<file path="config.mk">
export PLATFORM = sky130hd
export DESIGN_NAME = ox_board_writer
export DESIGN_NICKNAME = d
export VERILOG_FILES = /design/src/rtl/ox_board_writer.sv
export SDC_FILE = /design/constraint.sdc
export NUM_CORES = 1
export LEC_CHECK = 0
export BUFFER_PORTS_ARGS = -buffer_cell sky130_fd_sc_hd__clkbuf_2
export CAP_MARGIN = 40
export CORE_UTILIZATION = 66
export CTS_BUF_LIST = sky130_fd_sc_hd__clkbuf_8
export DETAILED_ROUTE_END_ITERATION = 8
export GPL_TIMING_DRIVEN = 0
export PLACE_DENSITY = 0.95
export SYNTH_ARGS = -nofsm -noshare
export SYNTH_HDL_FRONTEND = slang
export SYNTH_SLANG_ARGS = --single-unit
</file>
<file path="constraint.sdc">
create_clock -name clk -period 8.8 [get_ports clk]
set_input_delay 0.44 -clock clk [delete_from_list [all_inputs] [get_ports clk]]
set_output_delay 0.44 -clock clk [all_outputs]
set_load 0.01 [all_outputs]
</file>
<file path="src/rtl/ox_board_writer.sv">
// rtl/ox_board_writer.sv - collects alternating O/X moves and emits the rotated board
// Optional OX_WRITER_EARLY_END_EN: end the game as soon as any line is complete.
module ox_board_writer #(
    parameter bit FIRST_PLAYER = 1'b0
) (
    input  logic       clk,
    input  logic       rst_n,
    input  logic       clear,
    input  logic [3:0] start_pos,
    input  logic       in_valid,
    output logic       in_ready,
    input  logic [3:0] in_pos,
    output logic       move_err,
    output logic [3:0] move_cnt,
    output logic       out_valid,
    input  logic       out_ready,
    output logic [8:0] Sequence,
    output logic [3:0] Original_pos,
    output logic [8:0] out_mask
);

    typedef enum logic [1:0] {IDLE, FILL, DONE} state_t;

    state_t     state_q, state_d;
    logic [8:0] board_q, board_d;
    logic [8:0] occ_q, occ_d;
    logic       turn_q, turn_d;
    logic [3:0] cnt_q, cnt_d;
    logic [3:0] orig_q, orig_d;
    logic [8:0] seq_q, seq_d;
    logic [8:0] mask_q, mask_d;
    logic       in_ready_q, in_ready_d;
    logic       out_valid_q, out_valid_d;
    logic       move_err_q, move_err_d;

    logic       pos_ok, start_ok, legal, line_hit;
    logic [8:0] cell_oh;

    // The doubled word turns a right shift into a 9-bit rotation.
    function automatic logic [8:0] rot_r(input logic [8:0] x, input logic [3:0] k);
        logic [17:0] d;
        d = {x, x} >> (k - 4'd1);
        return d[8:0];
    endfunction

`ifdef OX_WRITER_EARLY_END_EN
    function automatic logic has_line(input logic [8:0] b, input logic [8:0] o);
        logic [8:0] lines [8];
        logic       hit;
        lines = '{9'h007, 9'h038, 9'h1C0, 9'h049, 9'h092, 9'h124, 9'h111, 9'h054};
        hit = 1'b0;
        for (int i = 0; i < 8; i++) begin
            if ((o & lines[i]) == lines[i] &&
                ((b & lines[i]) == lines[i] || (b & lines[i]) == 9'd0))
                hit = 1'b1;
        end
        return hit;
    endfunction
`endif

    always_comb begin
        state_d     = state_q;
        board_d     = board_q;
        occ_d       = occ_q;
        turn_d      = turn_q;
        cnt_d       = cnt_q;
        orig_d      = orig_q;
        seq_d       = seq_q;
        mask_d      = mask_q;
        in_ready_d  = in_ready_q;
        out_valid_d = out_valid_q;
        move_err_d  = 1'b0;
        line_hit    = 1'b0;

        pos_ok   = (in_pos >= 4'd1) && (in_pos <= 4'd9);
        cell_oh  = pos_ok ? (9'd1 << (in_pos - 4'd1)) : 9'd0;
        start_ok = (state_q != IDLE) || ((start_pos >= 4'd1) && (start_pos <= 4'd9));
        legal    = pos_ok && ((occ_q & cell_oh) == 9'd0) && start_ok;

        if (clear) begin
            state_d     = IDLE;
            board_d     = 9'd0;
            occ_d       = 9'd0;
            turn_d      = FIRST_PLAYER;
            cnt_d       = 4'd0;
            orig_d      = 4'd0;
            seq_d       = 9'd0;
            mask_d      = 9'd0;
            in_ready_d  = 1'b1;
            out_valid_d = 1'b0;
        end else if (state_q == DONE) begin
            if (out_valid_q && out_ready) begin
                state_d     = IDLE;
                board_d     = 9'd0;
                occ_d       = 9'd0;
                turn_d      = FIRST_PLAYER;
                cnt_d       = 4'd0;
                orig_d      = 4'd0;
                seq_d       = 9'd0;
                mask_d      = 9'd0;
                in_ready_d  = 1'b1;
                out_valid_d = 1'b0;
            end
        end else begin
            in_ready_d = 1'b1;
            if (in_valid && in_ready_q) begin
                if (legal) begin
                    board_d = turn_q ? (board_q | cell_oh) : (board_q & ~cell_oh);
                    occ_d   = occ_q | cell_oh;
                    turn_d  = ~turn_q;
                    cnt_d   = cnt_q + 4'd1;
                    if (state_q == IDLE)
                        orig_d = start_pos;
`ifdef OX_WRITER_EARLY_END_EN
                    line_hit = has_line(board_d, occ_d);
`endif
                    if (cnt_d == 4'd9 || line_hit) begin
                        state_d     = DONE;
                        in_ready_d  = 1'b0;
                        out_valid_d = 1'b1;
                        seq_d       = rot_r(board_d, orig_d);
                        mask_d      = rot_r(occ_d, orig_d);
                    end else begin
                        state_d = FILL;
                    end
                end else begin
                    move_err_d = 1'b1;
                end
            end
        end
    end

    always_ff @(posedge clk or negedge rst_n) begin
        if (!rst_n) begin
            state_q     <= IDLE;
            board_q     <= 9'd0;
            occ_q       <= 9'd0;
            turn_q      <= FIRST_PLAYER;
            cnt_q       <= 4'd0;
            orig_q      <= 4'd0;
            seq_q       <= 9'd0;
            mask_q      <= 9'd0;
            in_ready_q  <= 1'b0;
            out_valid_q <= 1'b0;
            move_err_q  <= 1'b0;
        end else begin
            state_q     <= state_d;
            board_q     <= board_d;
            occ_q       <= occ_d;
            turn_q      <= turn_d;
            cnt_q       <= cnt_d;
            orig_q      <= orig_d;
            seq_q       <= seq_d;
            mask_q      <= mask_d;
            in_ready_q  <= in_ready_d;
            out_valid_q <= out_valid_d;
            move_err_q  <= move_err_d;
        end
    end

    assign in_ready     = in_ready_q;
    assign move_err     = move_err_q;
    assign move_cnt     = cnt_q;
    assign out_valid    = out_valid_q;
    assign Sequence     = seq_q;
    assign Original_pos = orig_q;
    assign out_mask     = mask_q;

endmodule

</file>
==> metrics, run 1 <==
outcome finished clean; PostCTS Resize Cnt 0; GRT Resource Usage Total 41.17%; crit path time final 3.905 ns; Worst Setup End Kind register; GP Congestion 0.9876; # Post-CTS Setup Buffers 0; worst-case setup slack after placement 5.055 ns; R2R Path Start state_q[0]$_DFFE_PN0P_; average instance area after synthesis 8.543 um^2; number of top-level pins 42; die span in y 78.58 um; pin count of the biggest net entering global routing 27; residual antenna-violating net count after detailed routing 0; post-synthesis async set-or-reset flop share 100.0%; Via-to-Cell Ratio 7.251; Vias 4162; WHS 0.1605 ns; Die X 78.58 um; met2 usage in global routing 63.48%; top cells by area in the synthesized netlist sky130_fd_sc_hd__dfrtp_1, sky130_fd_sc_hd__mux2i_1, sky130_fd_sc_hd__nand2_1, sky130_fd_sc_hd__o21ai_0, sky130_fd_sc_hd__nor2_1; setup slack of the worst register-to-register path 4.90 ns; wire length reported by the detailed router 12330 um; Die ar. 6174 um^2; hold violation total from the final report 0; number of inserted diodes 0; clk sinks 50; fraction of synthesized cell area taken by the top area cell type 32.33%; first drt pass iteration count 7; worst setup path startpoint state_q[0]$_DFFE_PN0P_; sum of internal, switching and leakage power 0.6386 mW; fraction of final layout cells sized beyond drive strength 1 18.53%; Top Usage Layer GRT met2; area of the mapped netlist 3870 um^2; class of the most critical setup path reg2reg; highest attainable clock frequency 256.1 MHz; unrepaired setup endpoints after global routing false; antenna violations before repair 1; Worst R2R End Sequence[6]$_DFFE_PN0P_; max-capacitance violation count 0; critical path peak fanout 10; capture point of the critical path Sequence[6]$_DFFE_PN0P_; count of unresolved DRC violations after routing 0; TritonCTS clock tree built; post-synth cell types 77; sum of negative setup slack 0 ns; data required time at the worst endpoint 8.97 ns; Initial Utilization 69.43%; IR drop worst, VDD 0.1074 mV; Port Buf Inserts 40; count of final setup violators 0; half-perimeter wire length after placement 9177 um; total number of placement rows 27; number of enable flip-flop cells after synthesis 0; Worst Max-Slew Pin Slew 0.9242 ns; first-pass GRT wire length 19600 um; Worst Setup Start Kind register; Post-CTS Hold Fix Bufs 0; Final Cycle Share 44.37%; buffer levels on the longest clock path 2; DR WL/cell 21.47 um; post-CTS clock slew at the launch and capture registers of the worst setup and hold paths 0.11 ns; worst clock skew 0.01204 ns; post-route non-filler standard cell count 574; final-report max-slew violation count 0; synthesis-to-finish area growth 10.96%; met1 track demand over resource 55.42%; cell taking the most area after synthesis sky130_fd_sc_hd__dfrtp_1; number of global-route vias before repair 3815; count of yosys warnings during synthesis 0; final-layout fill cell count 404; post-layout worst setup margin 4.895 ns; part of the Yosys area used for sequential elements 32.33%; top flip-flop cell by instance count after synthesis sky130_fd_sc_hd__dfrtp_1; gr ovfl total 0; Worst Hold Class in2async; flops & latches, synth 50; Clock Latency Late Sink 0.32 ns; cell leakage power 1.957 nW; total instance count after detailed placement 566; Post-Synthesis Cells 453; areal power density over the cells 148.7 nW/um^2; worst slew margin relative to its limit 37.95%; first-iteration detailed-routing DRC count 587; total clock buffers created by CTS 5; critical path data arrival time 4.07 ns; Synth Net Count 471; cells on worst reg2reg path 15; final layout net count 519; area of the core 5574 um^2; buffer type at the clock tree root sky130_fd_sc_hd__clkbuf_8; H-tree depth 2; met3 demand-to-capacity share in global routing 9.767%
==> cells in the mapped netlist (3+ instances only) <==
library cell,instances
sky130_fd_sc_hd__a211oi_1,3
sky130_fd_sc_hd__a21o_1,4
sky130_fd_sc_hd__a21oi_1,15
sky130_fd_sc_hd__a221o_1,3
sky130_fd_sc_hd__a22o_1,7
sky130_fd_sc_hd__a31oi_1,3
sky130_fd_sc_hd__a32o_1,3
sky130_fd_sc_hd__a32oi_1,6
sky130_fd_sc_hd__and2_1,3
sky130_fd_sc_hd__and3_1,8
sky130_fd_sc_hd__buf_2,12
sky130_fd_sc_hd__clkbuf_1,16
sky130_fd_sc_hd__dfrtp_1,50
sky130_fd_sc_hd__ha_1,5
sky130_fd_sc_hd__inv_1,5
sky130_fd_sc_hd__mux2_2,6
sky130_fd_sc_hd__mux2i_1,36
sky130_fd_sc_hd__nand2_1,71
sky130_fd_sc_hd__nand2b_1,6
sky130_fd_sc_hd__nand3_1,15
sky130_fd_sc_hd__nand4_1,5
sky130_fd_sc_hd__nor2_1,29
sky130_fd_sc_hd__nor2b_1,6
sky130_fd_sc_hd__nor3_1,6
sky130_fd_sc_hd__o211ai_1,9
sky130_fd_sc_hd__o21a_1,3
sky130_fd_sc_hd__o21ai_0,32
sky130_fd_sc_hd__o21ai_1,14
sky130_fd_sc_hd__o22ai_1,3
sky130_fd_sc_hd__o31ai_1,4
==> power breakdown <==
part / switching [mW] / leakage [nW] / internal [mW]
clock network: 0.0889 / 0.0504 / 0.0848
logic: 0.152 / 1.22 / 0.0751
registers: 0.00474 / 0.688 / 0.233
total: 0.246 / 1.96 / 0.393
==> cell families (layout without fill, tap and decap cells) <==
family | count (synthesis) | after routing | synth area share, %
simple gates | 173 | 173 | 22.73
compound gates | 141 | 141 | 25.99
flops | 50 | 50 | 32.33
mux | 44 | 44 | 12.22
buf+inv | 38 | 87 | 4.462
fa+ha+maj | 5 | 5 | 1.617
xor+xnor | 2 | 2 | 0.6468
==> per-layer routing <==
layer | routed length [um] | vias up | part of all wire [%]
met1 | 5038 | 1971 | 41
met2 | 5440 | 340 | 44
met4 | 509 | 2 | 4.1
li1 | - | 1789 | -
met3 | 1325 | 60 | 11
met5 | 13 | - | 0.11
==> sequential cells by signal, indices dropped and copies added, names as in the netlist, 2 cells and up <==
register / flops
Original_pos: 4
Sequence: 9
board_q: 9
move_cnt: 4
occ_q: 9
out_mask: 9
state_q: 2
==> final cells by class <==
class	count	area (um^2)	area share (%)
buffer	31	146.4	3.409
clock buffer	5	68.82	1.603
clock inverter	3	45.04	1.049
inverter	7	26.28	0.6119
multi-input combinational	365	2446	56.96
sequential	50	1251	29.14
tap	72	90.09	2.098
timing repair buffer	41	220.2	5.128
==> worst max-delay path, cell delays in order (launching register included) <==
cell	delay, ns
sky130_fd_sc_hd__dfrtp_1	0.40
sky130_fd_sc_hd__buf_6	0.14
sky130_fd_sc_hd__nor3b_2	0.28
sky130_fd_sc_hd__or2_1	0.14
sky130_fd_sc_hd__buf_2	0.17
sky130_fd_sc_hd__inv_2	0.07
sky130_fd_sc_hd__buf_4	0.19
sky130_fd_sc_hd__buf_2	0.23
sky130_fd_sc_hd__ha_1	0.27
sky130_fd_sc_hd__or3_4	0.44
sky130_fd_sc_hd__nand2_4	0.15
sky130_fd_sc_hd__buf_2	0.29
sky130_fd_sc_hd__clkbuf_1	0.43
sky130_fd_sc_hd__o21ai_0	0.17
sky130_fd_sc_hd__a32oi_1	0.27
sky130_fd_sc_hd__o31ai_1	0.10
==> cell usage in the layout (no fill, tap or decap), drive strengths merged, types with 5 or more instances in the layout <==
cell type / instances
mux2i: 36
nor2: 30
inv: 6
a32oi: 6
o211ai: 9
nand2: 72
nand2b: 6
a22o: 7
and3: 8
clkbuf: 61
nand3: 15
nor2b: 6
nor3: 7
mux2: 6
o31ai: 5
o21ai: 46
a21oi: 15
buf: 16
dfrtp: 50
ha: 5
nand4: 5
==> metrics by stage <==
stage | area [um^2] | utilization [%]
floorplan | 3870 | -
global placement | 4160 | 74.64
detailed placement | 4180 | 74.99
CTS | 4294 | 77.04
global route | 4294 | 77.04
finish | 4294 | 77.04
==> worst min path at each step <==
stage,startpoint,end,slack [ns],cells past startpoint
global route,rst_n,Sequence[0]$_DFFE_PN0P_,0.21,1
detailed placement,Sequence[2]$_DFFE_PN0P_,Sequence[2]$_DFFE_PN0P_,0.46,2
floorplan,rst_n,Original_pos[0]$_DFFE_PN0P_,0.14,0
global placement,Sequence[2]$_DFFE_PN0P_,Sequence[2]$_DFFE_PN0P_,0.45,2
finish,rst_n,Sequence[0]$_DFFE_PN0P_,0.16,1
CTS,rst_n,Sequence[1]$_DFFE_PN0P_,0.17,1
No activity file was read; power rests on OpenSTA's default activity.
==> run 2: changes to the inputs <==
CORE_UTILIZATION = 55   (was 66)
PLACE_DENSITY = 0.85   (was 0.95)
clock period = 3.3 ns   (was 8.8 ns; I/O delays follow)
==> metrics, run 2 (same netlist as run 1, synthesis figures left out) <==
outcome finished clean; GRT Resource Usage Total 33.97% (-7.2 points); total clock buffers created by CTS 5 (unchanged); area of the core 6794 um^2 (+22%); post-route non-filler standard cell count 600 (+4.5%); post-CTS clock slew at the launch and capture registers of the worst setup and hold paths 0.10 ns (about the same); Crit path largest cell delay 0.44 ns (about the same); clock network fraction of total power 26.5% (-0.7 points); count of unresolved DRC violations after routing 0 (unchanged); register share of total power 36.4% (-0.8 points); sum of negative setup slack 0 ns (unchanged); first drt pass iteration count 5 (-2); Worst Max-Slew Pin Slew 0.7029 ns (-0.2212 ns); most common library cell in the layout ignoring fill and taps sky130_fd_sc_hd__nand2_1; total instance count after detailed placement 591 (+4.4%); Worst Setup Start Kind register; fraction of power consumed by combinational cells 37.1% (+1.5 points); cell family with most CP delay simple AND/OR/NAND/NOR gates; buffer type at the clock tree root sky130_fd_sc_hd__clkbuf_8; cells on worst reg2reg path 13 (-2); Clock Latency Late Sink 0.31 ns (about the same); residual antenna-violating net count after detailed routing 0 (unchanged); die span in y 85.88 um (+9.3%); buffer levels on the longest clock path 2 (unchanged); gr ovfl total 0 (unchanged); Via-to-Cell Ratio 6.555 (-9.6%); Final Cycle Share 96.28% (+52 points); half-perimeter wire length after placement 8889 um (-3.1%); critical path peak fanout 12 (+2); critical path data arrival time 3.38 ns (-0.69 ns); cell at the slowest stage of the critical path sky130_fd_sc_hd__or3_4; H-tree depth 2 (unchanged); Most common cell on crit path sky130_fd_sc_hd__buf_6; critical path, cell by cell buf_6 > nor3b_4 > or2_1 > buf_4 > inv_6 > buf_6 > ha_2 > or3_4 > nand2_8 > mux2i_1 > mux2_4 > a221o_1 > a32o_1; total number of placement rows 30 (+11%); Worst Hold Class in2reg; Initial Utilization 56.96% (-12 points); unrepaired setup endpoints after global routing false; R2R Path Start state_q[0]$_DFFE_PN0P_; crit path time final 3.177 ns (-0.7274 ns); antenna violations before repair 1 (unchanged); count of cell instances traversed by the critical path 13 (-2); P_int 1.092 mW (+180%); class of the most critical setup path reg2reg; TritonCTS clock tree built; number of global-route vias before repair 3718 (-2.5%); first-pass GRT wire length 19330 um (-1.4%); areal power density over the cells 393.5 nW/um^2 (+160%); setup slack of the worst register-to-register path 0.12 ns (-4.77 ns); cell leakage power 2.012 nW (+2.8%); max-capacitance violation count 0 (unchanged); worst clock skew 0.01058 ns (-0.001469 ns); pin count of the biggest net entering global routing 32 (+19%); Sw Ratio 37.14% (-1.3 points); Die X 85.88 um (+9.3%); final layout net count 521 (+0.39%); post-layout worst setup margin 0.1227 ns (-4.773 ns); number of top-level pins 42 (unchanged); wire length reported by the detailed router 11980 um (-2.8%); sum of internal, switching and leakage power 1.737 mW (+170%); DR WL/cell 19.97 um (-7.0%); net switching component of the power 0.6452 mW (+160%); capture point of the critical path out_mask[8]$_DFFE_PN0P_; fraction of final layout cells sized beyond drive strength 1 21.07% (+2.5 points); final-report max-slew violation count 0 (unchanged); highest-count cells in the layout ignoring fill and taps sky130_fd_sc_hd__nand2_1, sky130_fd_sc_hd__dfrtp_1, sky130_fd_sc_hd__clkbuf_2; Worst Setup End Kind register; worst-case setup slack after placement -0.5930 ns (-5.648 ns); first-iteration detailed-routing DRC count 353 (-40%); Port Buf Inserts 40 (unchanged); data required time at the worst endpoint 3.50 ns (-5.47 ns); IR drop worst, VDD 0.2196 mV (+100%); worst setup path startpoint state_q[0]$_DFFE_PN0P_; Vias 3933 (-5.5%); Worst R2R End out_mask[8]$_DFFE_PN0P_; GP Congestion 0.9717 (-1.6%); worst path bufs/invs 4 (-3); worst slew margin relative to its limit 52.64% (+15 points); Final Core Density 64.97% (-12 points); synthesis-to-finish area growth 14.06%; highest attainable clock frequency 314.7 MHz (+23%); Die ar. 7375 um^2 (+19%); hold violation total from the final report 0 (unchanged); clk sinks 50 (unchanged); count of final setup violators 0 (unchanged)
run 2: layer usage:
| layer | GRT usage [%] | wire length [um] |
|---|---|---|
| met4 | 12.73 | 312 |
| met5 | 0 | 0 |
| met3 | 7.122 | 946 |
| met1 | 47.11 | 5258 |
| met2 | 52.16 | 5467 |
run 2: power groups by stage:
stage          clock, mW  sequential (mW)  combinational [mW]
5_1_grt            0.486            0.634               0.691
2_1_floorplan          0            0.645               0.412
4_1_cts            0.464            0.632               0.615
3_3_place_gp           0            0.643               0.575
6_report           0.461            0.632               0.644
3_5_place_dp           0            0.644               0.586
run 2: layout make-up:
type / count / area (um^2)
buffer: 29 / 162.7
timing repair buffer: 45 / 252.7
clock buffer: 6 / 82.58
clock inverter: 1 / 30.03
inverter: 7 / 32.53
multi-input combinational: 365 / 2479
tap: 96 / 120.1
antenna: 1 / 2.502
sequential: 50 / 1252
fill: 605 / 2380
run 2: worst min path at each step:
| stage | endpoint | cells after the start | from | slack, ns |
|---|---|---|---|---|
| final | in_ready$_DFFE_PN0P_ | 3 | clear | 0.21 |
| after global routing | move_err$_DFF_PN0_ | 3 | clear | 0.22 |
| after CTS | in_ready$_DFFE_PN0P_ | 3 | clear | 0.21 |
| after detailed placement | out_mask[6]$_DFFE_PN0P_ | 1 | rst_n | 0.18 |
| after global placement | Sequence[2]$_DFFE_PN0P_ | 2 | Sequence[2]$_DFFE_PN0P_ | 0.45 |
| after floorplan | Original_pos[0]$_DFFE_PN0P_ | 0 | rst_n | -0.13 |
run 2: stage by stage:
stage               cell area [um^2]  hold WS (ns)
floorplan                       3870       -0.1306
global placement                4190        0.4524
detailed placement              4218        0.1819
CTS                             4400        0.2082
global route                    4412        0.2240
finish                          4414        0.2050
run 2: worst register-to-register path: cells and delay by family, from the launching register on:
kind / cells / cell delay [ns]
AO/OA/AOI/OAI: 2 / 0.62
AND/OR/NAND/NOR: 4 / 0.90
multiplexers: 2 / 0.42
adder cells (fa/ha/maj): 1 / 0.21
buffers and inverters: 4 / 0.55
flip-flops: 1 / 0.38
run 2: what timing repair did:
action,in CTS,in global routing
endpoints found under the hold margin,19,0
pin swaps,2,3
buffers inserted,2,0
setup endpoints to repair,18,17
hold buffers,1,0
resized for setup,17,14
==> run 3: changes to the inputs <==
REMOVE_ABC_BUFFERS = 1   (was not set)
==> metrics, run 3 (same netlist as run 1, synthesis figures left out) <==
Die ar. 7375 um^2 (unchanged); final-report max-slew violation count 0 (unchanged); most common library cell in the layout ignoring fill and taps sky130_fd_sc_hd__nand2_1; hold violation total from the final report 0 (unchanged); Vias 3912 (-0.53%); post-CTS clock slew at the launch and capture registers of the worst setup and hold paths 0.11 ns (about the same); die span in y 85.88 um (unchanged); gr ovfl total 0 (unchanged); cell at the slowest stage of the critical path sky130_fd_sc_hd__dfrtp_2; critical path data arrival time 3.41 ns (+0.03 ns); sum of negative setup slack 0 ns (unchanged); Initial Utilization 56.96% (unchanged); antenna violations before repair 0 (-1); first-pass GRT wire length 18040 um (-6.7%); area of the core 6794 um^2 (unchanged); clk sinks 50 (unchanged); pin count of the biggest net entering global routing 33 (+3.1%); Hold Crit Depth 4 (+1); Worst Setup End Kind register; final layout net count 511 (-1.9%); H-tree depth 2 (unchanged); cell family with most CP delay simple AND/OR/NAND/NOR gates; Worst Setup Start Kind register; sum of internal, switching and leakage power 1.669 mW (-3.9%); unrepaired setup endpoints after global routing false; Worst Hold Class in2reg; total clock buffers created by CTS 5 (unchanged); cell leakage power 2.000 nW (-0.56%); buffer levels on the longest clock path 2 (unchanged); startpoint of the worst hold path clear; endpoint with the worst hold slack state_q[0]$_DFFE_PN0P_; TritonCTS clock tree built; first-iteration detailed-routing DRC count 319 (-9.6%); buffer type at the clock tree root sky130_fd_sc_hd__clkbuf_8; Port Buf Inserts 41 (+2.5%); number of top-level pins 42 (unchanged); number of global-route vias before repair 3593 (-3.4%); Crit path largest cell delay 0.48 ns (+0.04 ns); post-route standard cell area excluding fillers 4432 um^2 (+0.40%); highest attainable clock frequency 313.7 MHz (-0.31%); highest-count cells in the layout ignoring fill and taps sky130_fd_sc_hd__nand2_1, sky130_fd_sc_hd__dfrtp_1, sky130_fd_sc_hd__clkbuf_2; data required time at the worst endpoint 3.52 ns (+0.02 ns); GRT Resource Usage Total 30.79% (-3.2 points); critical path, cell by cell nor3b_4 > or2_4 > buf_8 > inv_6 > ha_2 > or3_4 > nand2_8 > buf_4 > a211oi_1 > a311o_1 > and3_1 > a211o_1; areal power density over the cells 376.7 nW/um^2 (-4.3%); outcome finished clean; count of cell instances traversed by the critical path 12 (-1); residual antenna-violating net count after detailed routing 0 (unchanged); Worst R2R End Sequence[1]$_DFFE_PN0P_; max-capacitance violation count 0 (unchanged); Clock Latency Late Sink 0.32 ns (about the same); Via-to-Cell Ratio 6.631 (+1.2%); setup slack of the worst register-to-register path 0.11 ns (about the same); count of final setup violators 0 (unchanged); Worst Max-Slew Pin Slew 0.9834 ns (+0.2805 ns); worst slew margin relative to its limit 33.97% (-19 points); Final Cycle Share 96.59% (+0.30 points); total number of placement rows 30 (unchanged); critical path peak fanout 21 (+9); fraction of final layout cells sized beyond drive strength 1 22.27% (+1.2 points); cells on worst reg2reg path 12 (-1); synthesis-to-finish area growth 14.52%; class of the most critical setup path reg2reg; worst path bufs/invs 3 (-1); count of unresolved DRC violations after routing 0 (unchanged); R2R Path Start state_q[0]$_DFFE_PN0P_; IR drop worst, VDD 0.2959 mV (+35%); WHS 0.2139 ns (+0.008900 ns); Cell Area, Placed 4178 um^2 (-0.95%); crit path time final 3.187 ns (+0.01003 ns); DR WL/cell 18.73 um (-6.2%); wire length reported by the detailed router 11050 um (-7.8%); GP Congestion 0.9161 (-5.7%); number of inserted diodes 0 (-1); first drt pass iteration count 5 (unchanged); worst clock skew 0.01070 ns (+0.0001204 ns); half-perimeter wire length after placement 7573 um (-15%); Die X 85.88 um (unchanged)
[run 3: changes by cell type in the layout (fill, tap and decap cells not counted), moves of 2 or more]
cell / change
sky130_fd_sc_hd__buf_8: +2
sky130_fd_sc_hd__nor3_1: -2
sky130_fd_sc_hd__clkbuf_1: -8
sky130_fd_sc_hd__buf_4: +7
sky130_fd_sc_hd__buf_2: -9
sky130_fd_sc_hd__o21ai_1: -2
sky130_fd_sc_hd__clkbuf_4: -2
sky130_fd_sc_hd__o21ai_0: +2
sky130_fd_sc_hd__clkbuf_2: -3
sky130_fd_sc_hd__nor3_2: +2
[run 3: how the worst max path moves through the flow]
stage	from	to	slack, ns
2_1_floorplan	state_q[1]$_DFFE_PN0P_	Sequence[1]$_DFFE_PN0P_	-0.67
3_3_place_gp	state_q[1]$_DFFE_PN0P_	Sequence[1]$_DFFE_PN0P_	-1.64
3_5_place_dp	state_q[1]$_DFFE_PN0P_	out_mask[8]$_DFFE_PN0P_	-0.68
4_1_cts	in_pos[1]	Sequence[8]$_DFFE_PN0P_	0.005
5_1_grt	state_q[0]$_DFFE_PN0P_	Sequence[1]$_DFFE_PN0P_	0.02
6_report	state_q[0]$_DFFE_PN0P_	Sequence[1]$_DFFE_PN0P_	0.11
[run 3: tightest hold or removal path, stage by stage]
cell                       delay, ns
sky130_fd_sc_hd__clkbuf_2       0.12
sky130_fd_sc_hd__nor2_1         0.06
sky130_fd_sc_hd__nand2_1        0.08
sky130_fd_sc_hd__o21ai_0        0.07
[run 3: through the flow]
step,util [%],worst slack (ns),std cells
floorplan,-,-0.6689,422
global placement,59.59,-1.644,559
detailed placement,61.49,-0.6770,568
CTS,64.46,0.005130,585
global route,65.23,0.02309,590
finish,65.23,0.1127,590
[run 3: layer usage]
metal  global-route usage (%)  wire [um]  up-vias
met2                    49.49       5288      219
met5                        0          0        -
met3                    4.042        840       30
li1                         -          -     1781
met4                    12.73        316        0
met1                    42.00       4606     1882
[run 3: cell type report]
cell class              instances  area [um^2]
clock inverters                 3        28.78
flip-flops and latches         50         1254
well taps                      96        120.1
fillers                       548         2362
clock buffers                   5        68.82
inverters                       7        32.53
repair buffers                 63        430.4
multi-input cells             366         2497
[run 3: power breakdown]
group / total, mW / internal [mW] / switching [mW]
Combinational: 0.627 / 0.237 / 0.390
Clock: 0.403 / 0.159 / 0.244
Sequential: 0.639 / 0.622 / 0.0172
[run 3: what timing repair did]
item	CTS	global route
hold buffers	1	0
hold endpoints to repair	19	0
gates resized for setup	9	4
pin swaps	2	2
setup buffers	7	5
endpoints found under the setup margin	17	14
gates cloned	1	0
